**config.mk**
```make
export PLATFORM = sky130hd
export DESIGN_NAME = fifo_sync_wm_flat
export DESIGN_NICKNAME = d
export VERILOG_FILES = /design/src/rtl/fifo_sync_wm_pkg.sv /design/src/rtl/fifo_sync_wm_if.sv /design/src/rtl/fifo_sync_wm_ptr.sv /design/src/rtl/fifo_sync_wm.sv /design/src/flat_wrapper.sv
export SDC_FILE = /design/constraint.sdc
export NUM_CORES = 1
export LEC_CHECK = 0
export ABC_AREA = 1
export ABC_CLOCK_PERIOD_IN_PS = 2600
export BUFFER_PORTS_ARGS = -buffer_cell sky130_fd_sc_hd__buf_2
export CORE_MARGIN = 2
export CORE_UTILIZATION = 40
export DETAILED_ROUTE_END_ITERATION = 12
export SYNTH_ARGS = -nofsm -noshare
export SYNTH_HDL_FRONTEND = slang
export SYNTH_SLANG_ARGS = --single-unit
```
**constraint.sdc**
```tcl
create_clock -name clk_i -period 2.6 [get_ports clk_i]
set_input_delay 0.13 -clock clk_i [delete_from_list [all_inputs] [get_ports clk_i]]
set_output_delay 0.13 -clock clk_i [all_outputs]
set_load 0.01 [all_outputs]
```
**src/rtl/fifo_sync_wm_pkg.sv**
```systemverilog
// Shared types and helpers for the watermark FIFO: output-stage mode, pointer
// width and even-parity helpers.
package fifo_pkg;

  typedef enum logic {
    MODE_COMB = 1'b0,
    MODE_REG  = 1'b1
  } fifo_mode_e;

  localparam int ParMaxW = 256;

  // Bits needed to hold 0..value-1, never less than one.
  function automatic int vbits(input int value);
    return (value <= 1) ? 1 : $clog2(value);
  endfunction

  function automatic int ptr_w(input int depth);
    return vbits(depth);
  endfunction

  function automatic logic par_even(input logic [ParMaxW-1:0] data);
    return ^data;
  endfunction

endpackage

```
**src/rtl/fifo_sync_wm_if.sv**
```systemverilog
// Write/read handshake bundle between a producer/consumer and fifo_sync_wm.
interface fifo_sync_wm_if #(
  parameter int Width = 16
) ();
  import fifo_pkg::*;

  // A beat transfers on any clock edge where valid and ready are both high;
  // valid never waits for ready, and data is only meaningful while valid is 1.
  logic             wvalid_i;
  logic             wready_o;
  logic [Width-1:0] wdata_i;
  logic             rvalid_o;
  logic             rready_i;
  logic [Width-1:0] rdata_o;

  modport master (
    output wvalid_i, wdata_i, rready_i,
    input  wready_o, rvalid_o, rdata_o
  );

  modport slave (
    input  wvalid_i, wdata_i, rready_i,
    output wready_o, rvalid_o, rdata_o
  );

endinterface

```
**src/rtl/fifo_sync_wm_ptr.sv**
```systemverilog
// Storage pointer counting 0..Depth-1 with wrap and synchronous clear.
module fifo_wm_ptr
  import fifo_pkg::*;
#(
  parameter  int Depth = 4,
  localparam int PtrW  = ptr_w(Depth)
) (
  input  logic            clk_i,
  input  logic            rst_ni,
  input  logic            clr_i,
  input  logic            inc_i,
  output logic [PtrW-1:0] ptr_o
);

  logic [PtrW-1:0] ptr_q, ptr_d;

  always_comb begin
    ptr_d = ptr_q;
    if (clr_i) begin
      ptr_d = '0;
    end else if (inc_i) begin
      ptr_d = (ptr_q == PtrW'(Depth - 1)) ? '0 : ptr_q + PtrW'(1);
    end
  end

  always_ff @(posedge clk_i or negedge rst_ni) begin
    if (!rst_ni) ptr_q <= '0;
    else         ptr_q <= ptr_d;
  end

  assign ptr_o = ptr_q;

endmodule

```
**src/rtl/fifo_sync_wm.sv**
```systemverilog
// Synchronous ready/valid FIFO with programmable almost-full/empty watermarks,
// optional output register and optional parity (FIFO_SYNC_WM_PARITY_EN).
module fifo_sync_wm
  import fifo_pkg::*;
#(
  parameter  int Width             = 16,
  parameter  int Depth             = 4,
  parameter  bit Pass              = 1'b1,
  parameter  bit OutputReg         = 1'b0,
  parameter  bit OutputZeroIfEmpty = 1'b1,
  localparam int Cap               = Depth + int'(OutputReg),
  localparam int DepthW            = vbits(Cap + 1)
) (
  input  logic              clk_i,
  input  logic              rst_ni,
  input  logic              clr_i,
  fifo_sync_wm_if.slave     bus,
  output logic              full_o,
  output logic              empty_o,
  output logic [DepthW-1:0] depth_o,
  input  logic [DepthW-1:0] afull_thresh_i,
  input  logic [DepthW-1:0] aempty_thresh_i,
  output logic              afull_o,
  output logic              aempty_o,
  output logic              afull_evt_o,
  output logic              aempty_evt_o,
  output logic              perr_o
);

  localparam int PtrW = ptr_w(Depth);
  localparam fifo_mode_e Mode = OutputReg ? MODE_REG : MODE_COMB;
`ifdef FIFO_SYNC_WM_PARITY_EN
  localparam int EntryW = Width + 1;
`else
  localparam int EntryW = Width;
`endif

  if (Depth < 1) begin : g_bad_depth
    $error("fifo_sync_wm: Depth must be >= 1");
  end

  logic              under_rst_q;
  logic [DepthW-1:0] count_q, count_d;
  logic [PtrW-1:0]   wptr, rptr;
  logic [EntryW-1:0] mem_q [Depth];
  logic [EntryW-1:0] wentry, head;
  logic              full, empty, wready, rvalid, push, pop, mem_we, rptr_inc;
  logic              afull, aempty, afull_q, aempty_q;

  // Holds the interface quiet for the first clock after reset release.
  always_ff @(posedge clk_i or negedge rst_ni) begin
    if (!rst_ni) under_rst_q <= 1'b1;
    else         under_rst_q <= 1'b0;
  end

  assign full   = (count_q == DepthW'(Cap));
  assign empty  = (count_q == '0);
  assign wready = ~full & ~under_rst_q;
  assign push   = bus.wvalid_i & wready;
  assign pop    = rvalid & bus.rready_i;

`ifdef FIFO_SYNC_WM_PARITY_EN
  assign wentry = {par_even(ParMaxW'(bus.wdata_i)), bus.wdata_i};
`else
  assign wentry = bus.wdata_i;
`endif

  if (Mode == MODE_REG) begin : g_oreg
    logic              ovld_q, ovld_d, store_empty, refill, load_mem, load_w;
    logic [EntryW-1:0] odata_q, odata_d;
    logic [DepthW-1:0] store_cnt;

    // The head always lives in the output register; storage only holds the rest.
    always_comb begin
      store_cnt   = count_q - DepthW'(ovld_q);
      store_empty = (store_cnt == '0);
      refill      = ~ovld_q | pop;
      load_mem    = refill & ~store_empty;
      load_w      = refill & store_empty & push;
      ovld_d      = ovld_q;
      odata_d     = odata_q;
      if (load_mem) begin
        ovld_d  = 1'b1;
        odata_d = mem_q[rptr];
      end else if (load_w) begin
        ovld_d  = 1'b1;
        odata_d = wentry;
      end else if (refill) begin
        ovld_d  = 1'b0;
      end
      if (clr_i) ovld_d = 1'b0;
      rvalid   = ovld_q & ~under_rst_q;
      head     = odata_q;
      mem_we   = push & ~load_w & ~clr_i;
      rptr_inc = load_mem;
    end

    always_ff @(posedge clk_i or negedge rst_ni) begin
      if (!rst_ni) begin
        ovld_q  <= 1'b0;
        odata_q <= '0;
      end else begin
        ovld_q  <= ovld_d;
        odata_q <= odata_d;
      end
    end
  end else begin : g_comb
    logic bypass;

    always_comb begin
      rvalid   = ~under_rst_q & (~empty | (Pass & bus.wvalid_i));
      head     = (Pass && empty) ? wentry : mem_q[rptr];
      bypass   = Pass & empty & push & pop;
      mem_we   = push & ~bypass & ~clr_i;
      rptr_inc = pop & ~bypass;
    end
  end

  always_comb begin
    count_d = count_q;
    if (clr_i)              count_d = '0;
    else if (push & ~pop)   count_d = count_q + DepthW'(1);
    else if (pop & ~push)   count_d = count_q - DepthW'(1);
  end

  always_ff @(posedge clk_i or negedge rst_ni) begin
    if (!rst_ni) count_q <= '0;
    else         count_q <= count_d;
  end

  fifo_wm_ptr #(.Depth(Depth)) u_wptr (
    .clk_i (clk_i),
    .rst_ni(rst_ni),
    .clr_i (clr_i),
    .inc_i (mem_we),
    .ptr_o (wptr)
  );

  fifo_wm_ptr #(.Depth(Depth)) u_rptr (
    .clk_i (clk_i),
    .rst_ni(rst_ni),
    .clr_i (clr_i),
    .inc_i (rptr_inc),
    .ptr_o (rptr)
  );

  always_ff @(posedge clk_i) begin
    if (mem_we) mem_q[wptr] <= wentry;
  end

  assign afull  = (count_q >= afull_thresh_i);
  assign aempty = (count_q <= aempty_thresh_i);

  // History held at 0 through reset and clear so a flag already high pulses once.
  always_ff @(posedge clk_i or negedge rst_ni) begin
    if (!rst_ni) begin
      afull_q  <= 1'b0;
      aempty_q <= 1'b0;
    end else if (clr_i | under_rst_q) begin
      afull_q  <= 1'b0;
      aempty_q <= 1'b0;
    end else begin
      afull_q  <= afull;
      aempty_q <= aempty;
    end
  end

`ifdef FIFO_SYNC_WM_PARITY_EN
  logic perr_q, perr_d;

  always_comb begin
    perr_d = perr_q;
    if (clr_i) begin
      perr_d = 1'b0;
    end else if (pop && (par_even(ParMaxW'(head[Width-1:0])) != head[Width])) begin
      perr_d = 1'b1;
    end
  end

  always_ff @(posedge clk_i or negedge rst_ni) begin
    if (!rst_ni) perr_q <= 1'b0;
    else         perr_q <= perr_d;
  end

  assign perr_o = perr_q;
`else
  assign perr_o = 1'b0;
`endif

  assign bus.wready_o = wready;
  assign bus.rvalid_o = rvalid;
  assign bus.rdata_o  = (OutputZeroIfEmpty && !rvalid) ? '0 : head[Width-1:0];
  assign full_o       = full;
  assign empty_o      = empty;
  assign depth_o      = count_q;
  assign afull_o      = afull;
  assign aempty_o     = aempty;
  assign afull_evt_o  = afull & ~afull_q & ~under_rst_q;
  assign aempty_evt_o = aempty & ~aempty_q & ~under_rst_q;

endmodule
```
**src/flat_wrapper.sv**
```systemverilog
// flat-port wrapper written by rule: the top's interface ports become plain ports
module fifo_sync_wm_flat import fifo_pkg::*;
#(
  parameter  int Width             = 16,
  parameter  int Depth             = 4,
  parameter  bit Pass              = 1'b1,
  parameter  bit OutputReg         = 1'b0,
  parameter  bit OutputZeroIfEmpty = 1'b1,
  localparam int Cap               = Depth + int'(OutputReg),
  localparam int DepthW            = vbits(Cap + 1)
)
  (clk_i, rst_ni, clr_i, full_o, empty_o, depth_o, afull_thresh_i, aempty_thresh_i, afull_o, aempty_o, afull_evt_o, aempty_evt_o, perr_o, bus_wvalid_i, bus_wdata_i, bus_rready_i, bus_wready_o, bus_rvalid_o, bus_rdata_o);
  fifo_sync_wm_if #(.Width(Width)) bus_i ();
  input  logic clk_i;
  input  logic rst_ni;
  input  logic clr_i;
  output logic full_o;
  output logic empty_o;
  output logic [DepthW-1:0] depth_o;
  input  logic [DepthW-1:0] afull_thresh_i;
  input  logic [DepthW-1:0] aempty_thresh_i;
  output logic afull_o;
  output logic aempty_o;
  output logic afull_evt_o;
  output logic aempty_evt_o;
  output logic perr_o;
  input wire logic [$bits(bus_i.wvalid_i)-1:0] bus_wvalid_i;
  input wire logic [$bits(bus_i.wdata_i)-1:0] bus_wdata_i;
  input wire logic [$bits(bus_i.rready_i)-1:0] bus_rready_i;
  output wire logic [$bits(bus_i.wready_o)-1:0] bus_wready_o;
  output wire logic [$bits(bus_i.rvalid_o)-1:0] bus_rvalid_o;
  output wire logic [$bits(bus_i.rdata_o)-1:0] bus_rdata_o;
  assign bus_i.wvalid_i = bus_wvalid_i;
  assign bus_i.wdata_i = bus_wdata_i;
  assign bus_i.rready_i = bus_rready_i;
  assign bus_wready_o = bus_i.wready_o;
  assign bus_rvalid_o = bus_i.rvalid_o;
  assign bus_rdata_o = bus_i.rdata_o;
  fifo_sync_wm #(.Width(Width), .Depth(Depth), .Pass(Pass), .OutputReg(OutputReg), .OutputZeroIfEmpty(OutputZeroIfEmpty)) u_core (.clk_i(clk_i), .rst_ni(rst_ni), .clr_i(clr_i), .bus(bus_i), .full_o(full_o), .empty_o(empty_o), .depth_o(depth_o), .afull_thresh_i(afull_thresh_i), .aempty_thresh_i(aempty_thresh_i), .afull_o(afull_o), .aempty_o(aempty_o), .afull_evt_o(afull_evt_o), .aempty_evt_o(aempty_evt_o), .perr_o(perr_o));
endmodule
```
======== After elaboration in Yosys (flattened, before gate mapping) ========
Memory sizes are Yosys's and may differ from the RTL's.
Index checks and enable logic that the tools add are counted.
storage, ports and cells
  register bits ........................... 10
  RAM bits ................................ 64
  input port bits ......................... 27
  output and inout bits ................... 28
  word-level logic and storage cells ...... 61
  memories kept ........................... 1
memory list
  memory        depth  bits a word  read ports  clocked after memory_dff  write ports  line                RTL
  u_core.mem_q  4      16           1           0                         1            fifo_sync_wm.sv:45  logic [EntryW-1:0] mem_q [Depth];
cells by class
  $add $sub $neg .......................... 4
  order comparisons ....................... 2
  equality and inequality tests ........... 3
  muxes and demuxes ....................... 15
  bitwise logic cells ..................... 26
  reduce and logical (&&, ||, !) cells .... 4
operator list
  cell                 number
  $mux 16              2
  $and 1x1->1          15
  $mux 2               6
  $mux 3               3
  $not 1->1            9
  $add 2x1->2 const B  2
  $eq 2x2->1 const B   2
  $mux 1               4
  $reduce_bool 2->1    2
  $add 3x1->3 const B  1
  $eq 3x3->1 const B   1
  $ge 3x3->1           1
  $le 3x3->1           1
  $logic_not 3->1      1
  $reduce_bool 3->1    1
  $sub 3x1->3 const B  1
  $or 1x1->1           2

======== Depth between registers and ports, before layout ========
Gate-level depths: netlist of run 1.
  depth after elaboration ................. 11
  mapped depth ............................ 11
  gate-level depth less buffers ........... 11

======== Hierarchy ========
From an unflattened synthesis of run 1, not the netlist that was laid out.
second synthesis, totals
  cells, all modules ...................... 299
  area total of the unflattened synthesis .. 3,504.6 sq um
modules (own cells, without submodules)
  module        times used  cells each  area an instance (sq um)  seq. area each (sq um)
  fifo_sync_wm  1           275         3,301.9                   2,073.2
  fifo_wm_ptr   2           12          101.3                     50.0

======== Least setup slack after synthesis of run 1 ========
Ideal clock, no wire load.
  kind .................................... reg2reg
  from .................................... register u_core.count_q[1], in the netlist u_core.depth_o[1]
  to ...................................... memory u_core.mem_q[0][0] (netlist bit) (enable)
  data arrival time ....................... 1.799 ns
  data required time ...................... 2.211 ns
  slack ................................... 0.413 ns
  stages on the path, launching flop included .. 9
  clock period less this slack ............ 2.187 ns
  path through ............................ dfrtp_1 -> nor2_2 -> nand2_1 -> nand2_2 -> nor2_4 -> o21ai_2 -> nor2_4 -> inv_2 -> nor2_1
between the ends
  longest elaborated chain between the ends .. 11
  elaborated cells between the ends (all ways) .. 16
RTL lines
  element                                               line                                     RTL
  from (decl)                                           fifo_sync_wm.sv:43                       logic [DepthW-1:0] count_q, count_d;
  from (signal assigned)                                fifo_sync_wm.sv:128                      else count_q <= count_d;
  $eq 3x3->1 / $logic_not 3->1 (equally long branches)  fifo_sync_wm.sv:56, fifo_sync_wm.sv:57
  $not 1->1 (on tied branches)                          fifo_sync_wm.sv:58, fifo_sync_wm.sv:111
  $and 1x1->1 / $or 1x1->1 (equally long branches)      fifo_sync_wm.sv:58, fifo_sync_wm.sv:111
  $and 1x1->1 (on tied branches)                        fifo_sync_wm.sv:59, fifo_sync_wm.sv:111
  $and 1x1->1 (on tied branches)                        fifo_sync_wm.sv:113, fifo_sync_wm.sv:60
  $and 1x1->1                                           fifo_sync_wm.sv:113                      bypass = Pass & empty & push & pop;
  $not 1->1                                             fifo_sync_wm.sv:114                      mem_we = push & ~bypass & ~clr_i;
  $and 1x1->1 (*) (2 in a row)                          fifo_sync_wm.sv:114
  $mux 1 (*)                                            fifo_sync_wm.sv:148                      if (mem_we) mem_q[wptr] <= wentry;
  $mux 1 (not written as such) (*)                      fifo_sync_wm.sv:148
  to (decl)                                             fifo_sync_wm.sv:45
Every way passes the cells marked *; elsewhere a longest branch is shown, timed or not.

======== Worst setup path after layout of run 1 ========
  from .................................... register u_core.count_q[2], in the netlist u_core.depth_o[2]
  to ...................................... output port bus_rdata_o[15]
between the ends
  longest elaborated chain between the ends .. 5
  elaborated cells between the ends (all ways) .. 6
RTL lines
  element              line                 RTL
  $logic_not 3->1 (*)  fifo_sync_wm.sv:57   assign empty = (count_q == '0);
  $not 1->1            fifo_sync_wm.sv:111  rvalid = ~under_rst_q & (~empty | (Pass & bus.wvalid_i));
  $or 1x1->1           fifo_sync_wm.sv:111
  $and 1x1->1          fifo_sync_wm.sv:111
  $mux 16 (*)          fifo_sync_wm.sv:192  assign bus.rdata_o = (OutputZeroIfEmpty && !rvalid) ? '0 : head[Width-1:0];
  to (decl)            flat_wrapper.sv:32   output wire logic [$bits(bus_i.rdata_o)-1:0] bus_rdata_o;
Marks and branches as above.

==> run metrics, run 1 <==
critical path type=reg2out; initial antenna violation count=0; grt ovf=0; Placed Area=approximately 3900 µm²; Max Cap Viol=0; Initial Util=a little over two fifths; # DRC=0; row cnt=33; IO Pins=55; fraction of registers with async set or reset after synthesis=a little over an eighth; layout cell share with drive strength beyond 1=29.4%; clock sink count=74; critical path data arrival time=between 2 and 2.5 ns; Slew Limit Fails=0; RSZ-0062 raised after global routing=no; H-Tree Depth=3; total CTS buffers=9; area share of the largest cell type after synthesis=between 50% and 60%; min Tclk post-route=2.30 ns; drt wl/cell=around 16 µm; Die Ht=97 µm; P per Cell Area=681 nW/µm²; HP Class=in2reg; final hold viol count=0; CP top delay family=buffers and inverters; area grow syn2layout=16.9%; Synth warnings=0; Pre-antenna DRT Iters=4; Worst-Margin Slew=approximately 0.61 ns; post-route cell area=around 4000 µm²; die area=~9400 µm²; Die W=roughly 97 µm; number of global-route vias before repair=around 2500; Max Clock Freq=0.434 GHz; Nets=between 400 and 500; worst path buffer plus inverter count=3; ant diodes=0; Hold Buf Count CTS=1; Synth area leader=edfxtp_1; global-route wire length before repair=roughly 12000 µm; Synth Instances=approximately 300; dpl cells=462; via count=2472; WP data required=between 2 and 2.5 ns; Final ANT Viol Nets=0; CP Capture Type=output pin; top cells by area, synth=edfxtp_1, o21ai_0, dfrtp_1, nor2_1, o221a_2; CTS clock-pin slew for the worst setup and hold paths=about 0.09 ns; Post-synth EDFFs=between 60 and 70; Placer Congestion=0.842; sequential area share after synthesis=62.8%; CTS tree=built; crit-path max cell delay=~0.50 ns; DRT iter0 DRCs=approximately 100; most frequent cells after synthesis=edfxtp_1, nor2_1, o21ai_0, inv_1, nand2_1; post_cts resized=0; Lkg Pwr=1.64 nW; Post-Syn Area per Cell=~11 µm²; CP Max Fanout=17; DP Wirelength=a little under 5000 µm; post-synth cell types=35; most frequent cell after synthesis=edfxtp_1; Clock Latency Late Sink=around 0.35 ns; status=finished, final reports clean; Max Root-Sink Buffers=2; Final TNS setup=0 ns; Routed WL=between 7000 and 8000 µm; slowest stage cell, crit path=dfrtp_1; r2r setup slk=0.61 ns; final core occ=around 50%; largest net degree at the start of global routing=36; Peak VDD IR=about 0.26 mV; type of origin of the critical path=register; Mapped Area=3460 µm²; Setup-failing EPs final=0; Total GRT Usage=between 10% and 20%; worst path cell trace=inv_2 -> nand3_2 -> nand2_1 -> inv_1 -> o21ai_0 -> nor2_1 -> buf_2; CTS root buf=clkbuf_8; Tcrit/Tclk final=between 80 and 90%; register bit total from synthesis=74; Setup Fix Bufs, Post-CTS=0; Buffers on Ports=53; Max Clock Skew=0.0134 ns; Top FF cell, synth=edfxtp_1; slew margin rel.=about three fifths; total core area=approximately 8300 µm²; drt via density=a little over 5; final std cells w/o fill=roughly 480
==> final cells by class <==
cell class | instances | area [µm²]
timing repair buffer | 64 | 350
fill | 750 | 4260
tap | 105 | 131
multi-input combinational | 190 | 1110
clock inverter | 7 | 45.0
clock buffer | 9 | 124
sequential | 74 | 2170
inverter | 30 | 113
==> routing by layer <==
metal	vias up	global-route usage (%)	wire, µm
li1	1207	-	-
met1	1211	21.9	3540
met2	43	27.3	3630
met3	11	2.96	252
met4	0	6.61	110
met5	-	0	0
==> per-stage QoR <==
| step | total power, mW | hold WS, ns | setup slack [ns] |
|---|---|---|---|
| floorplan | 1.78 | -0.166 | 0.413 |
| global placement | 2.00 | 0.00150 | 0.654 |
| detailed placement | 2.01 | 0.00489 | 0.587 |
| CTS | 2.77 | 0.00953 | 0.277 |
| global route | 2.90 | 0.0119 | 0.0818 |
| finish | 2.75 | 0.00885 | 0.298 |
==> cells in the final DEF, fill, tap and decap left out, drive strengths merged <==
| master | n |
|---|---|
| nor3 | 2 |
| clkinvlp | 3 |
| dfrtp | 9 |
| clkinv | 3 |
| edfxtp | 64 |
| a21oi | 4 |
| o211ai | 1 |
| nor2 | 62 |
| a32oi | 1 |
| o31ai | 1 |
| dfstp | 1 |
| nand4 | 1 |
| o221a | 16 |
| fa | 1 |
| conb | 2 |
| buf | 63 |
| dlygate4sd3 | 1 |
| ha | 11 |
| inv | 31 |
| o21ai | 52 |
| clkbuf | 9 |
| nand3b | 1 |
| nand2 | 24 |
| nand3 | 11 |
==> power breakdown <==
group	internal, mW	switching, mW
combinational	0.240	0.387
clock	0.342	0.434
sequential	1.33	0.0246
==> worst paths after layout <==
path,startpoint,to,cells after the start
hold / removal,bus_wdata_i[7],u_core.mem_q[1][7]$_DFFE_PP_,1
hold reg to reg,u_core.depth_o[0]$_DFFE_PN0P_,u_core.depth_o[0]$_DFFE_PN0P_,1
min in group asynchronous,rst_ni,u_core.u_rptr.ptr_o[1]$_DFFE_PN0P_,2
setup reg to reg,u_core.depth_o[1]$_DFFE_PN0P_,u_core.mem_q[2][6]$_DFFE_PP_,8
setup / recovery,u_core.depth_o[2]$_DFFE_PN0P_,bus_rdata_o[15],7
max in group asynchronous,rst_ni,u_core.under_rst_q$_DFF_PN1_,2
==> state kept, by name (all words and copies together) (netlist names) <==
register and count:
u_core.depth_o 3, u_core.u_wptr.ptr_o 2, u_core.under_rst_q 1, u_core.u_rptr.ptr_o 2, u_core.mem_q 64, u_core.afull_q 1, u_core.aempty_q 1
==> worst reg2reg max path: stages (launching register included) <==
cell	delay, ns
dfrtp_1	0.45
nor2_2	0.21
nand3_2	0.13
nand3_4	0.11
o21ai_2	0.09
nor2_4	0.11
inv_2	0.06
nor2_1	0.24
buf_4	0.29
==> kinds of logic after synthesis <==
family	after synthesis	share of synthesized area, %
other cells	1	0.108
fa+ha+maj	12	4.56
compound gates	75	14.2
buf+inv	43	5.32
simple gates	101	13.0
flops	74	62.8
Note: power is estimated with default switching activity, not from simulation.
==> run 2, diff against run 1 <==
SYNTH_HIERARCHICAL = 1   (was default)
==> run metrics, run 2 <==
status=finished, final reports clean; Max Clock Freq=between 0.4 and 0.5 GHz; grt ovf=0; area grow syn2layout=18.3%; Largest Register=u_core/mem_q; Tcrit/Tclk final=between 80% and 90%; IO Pins=55; final worst slack=0.397 ns; CTS tree=built; die area=9530 µm²; r2r setup slk=0.58 ns; top layer in use=met4; total CTS buffers=9; Total GRT Usage=~15%; Hold Crit Depth=1; Post-Syn Area per Cell=11.7 µm²; CTS root buf=clkbuf_8; Buffers on Ports=between 50 and 60; sequential area share after synthesis=between 60% and 70%; drt wl/cell=about 15 µm; area share of the largest cell type after synthesis=between 50% and 60%; Clock Latency Late Sink=approximately 0.34 ns; initial antenna violation count=0; Final ANT Viol Nets=0; Nets=397; Initial Util=~41%; Peak VDD IR=between 0.5 and 0.6 mV; Final TNS setup=0 ns; Final Power=3.38 mW; Max Cap Viol=0; most common cell after layout, fill and taps aside=nand2_1; final std cells w/o fill=roughly 470; Synth warnings=6; most frequent cell after synthesis=nand2_1; Max Clock Skew=0.00911 ns; register bit total from synthesis=74; global-route wire length before repair=about 11000 µm; most frequent cells after synthesis=nand2_1, edfxtp_1, a21oi_1, inv_1, a32o_1; crit-path max cell delay=around 0.60 ns; critical path type=reg2out; layout cell share with drive strength beyond 1=around 34%; setup slack at placement=between 0.5 and 0.6 ns; Post-synth EDFFs=64; critical path data arrival time=between 2 and 2.5 ns; Slew Limit Fails=0; post_cts resized=0; Critical R2R Launch=u_core/depth_o[1]$_DFFE_PN0P_; top cells by area, synth=edfxtp_1, nand2_1, dfrtp_1, a32o_1, a21oi_1; met1 WL=~3200 µm; via count=roughly 2400; type of origin of the critical path=register; Lkg Pwr=1.72 nW; worst path cell trace=clkinv_2 -> nand2_1 -> a32o_1 -> a21oi_2 -> buf_2; Synth area leader=edfxtp_1; clock sink count=between 70 and 80; routed wl met2=~3200 µm; Synth Instances=299; Largest register FFs=64; ant diodes=0; HP Class=in2reg; DRT iter0 DRCs=between 100 and 150; P per Cell Area=approximately 810 nW/µm²; R2R depth=8; row cnt=34; slew margin rel.=between 60 and 70%; dpl cells=456; post-synth cell types=33; largest net degree at the start of global routing=33; Die W=slightly below 100 µm; CTS clock-pin slew for the worst setup and hold paths=roughly 0.08 ns; worst path buffer plus inverter count=2; H-Tree Depth=3; DP Wirelength=~4600 µm; commonest non-fill, non-tap cells in the layout=nand2_1, edfxtp_1, buf_2; CP Capture Type=output pin; Routed WL=roughly 7000 µm; sequential cell area=2170 µm²; CP Max Fanout=32; DR WL met3=386 µm; WP data required=between 2 and 2.5 ns; total core area=between 8000 and 9000 µm²; number of global-route vias before repair=between 2000 and 2500; Placer Congestion=approximately 0.85; Die Ht=97.6 µm; Pre-antenna DRT Iters=4; Hold Path End=u_core/mem_q[2][4]$_DFFE_PP_; Top FF cell, synth=edfxtp_1; min Tclk post-route=approximately 2.2 ns; fraction of registers with async set or reset after synthesis=between 10% and 20%; Setup-failing EPs final=0; Worst Hold Launch=bus_wdata_i[4]; # DRC=0; slowest stage cell, crit path=dfrtp_1; Max Root-Sink Buffers=2; Mapped Area=3500 µm²; CP top delay family=buffers and inverters; final hold viol count=0; Filler cells=768; drt via density=5.02; area of the multi-input gates=approximately 1200 µm²; worst r2r dst=u_core/mem_q[3][6]$_DFFE_PP_; Worst-Margin Slew=around 0.52 ns; RSZ-0062 raised after global routing=no
run 2: area by class of cell:
| type | count | share of cell area, % |
|---|---|---|
| Clock inverter | 7 | 1.96 |
| Multi-Input combinational cell | 186 | 28.0 |
| Sequential cell | 74 | 52.4 |
| Tap cell | 108 | 3.26 |
| Inverter | 25 | 2.35 |
| Clock buffer | 9 | 2.99 |
| Timing Repair Buffer | 65 | 8.99 |
run 2: per-stage QoR:
step                      hold WS (ns)  util (%)  cell area, µm²
after global placement          0.0139      45.6            3920
final                           0.0214      48.2            4150
after detailed placement       0.00813      45.6            3920
after floorplan                 -0.166         -            3510
after global routing            0.0120      48.2            4150
after CTS                     0.000233      48.2            4150
run 2: worst max path at each step:
stage                                         end                          startpoint  slack (ns)  cells after the start
floorplan            u_core/mem_q[1][0]$_DFFE_PP_       u_core/depth_o[1]$_DFFE_PN0P_        0.02                      7
global placement    u_core/mem_q[3][12]$_DFFE_PP_       u_core/depth_o[1]$_DFFE_PN0P_        0.65                      8
detailed placement  u_core/mem_q[3][12]$_DFFE_PP_       u_core/depth_o[1]$_DFFE_PN0P_        0.57                      8
CTS                                bus_rdata_o[9]  u_core/u_rptr/ptr_o[0]$_DFFE_PN0P_        0.36                      5
global route                       bus_rdata_o[9]  u_core/u_rptr/ptr_o[0]$_DFFE_PN0P_        0.22                      5
finish                             bus_rdata_o[9]  u_core/u_rptr/ptr_o[0]$_DFFE_PN0P_        0.40                      5
run 2: cell families (layout without fill, tap and decap cells):
kind of cell | count (synthesis) | in the layout | synth area share (%)
buf+inv | 40 | 106 | 5.53
xor+xnor | 1 | 1 | 0.250
compound gates | 69 | 69 | 14.1
other cells | 1 | 2 | 0.107
flops | 74 | 74 | 62.0
simple gates | 105 | 105 | 14.5
fa+ha+maj | 9 | 9 | 3.43
run 2: worst reg2reg max path, delay by kind of cell (launching register included):
| kind | cells | cell delay [ns] |
|---|---|---|
| and+or+nand+nor | 6 | 1.00 |
| DFF | 1 | 0.46 |
| buffers and inverters | 2 | 0.27 |
run 2: where the power goes:
part           internal [mW]  switching, mW  leakage [nW]
clock network          0.458          0.441         0.101
logic                  0.393          0.681         0.915
registers               1.34         0.0608         0.708
total                   2.19           1.18          1.72
run 2: metal layers:
metal,vias up,track usage [%]
li1,1189,-
met1,1124,20.0
met2,60,24.6
met3,5,4.68
met4,0,3.85
met5,-,0
run 2: repair_timing:
action | in CTS | in global routing
endpoints found under the hold margin | 14 | 0
setup buffers | 0 | 0
hold buffers | 2 | 0
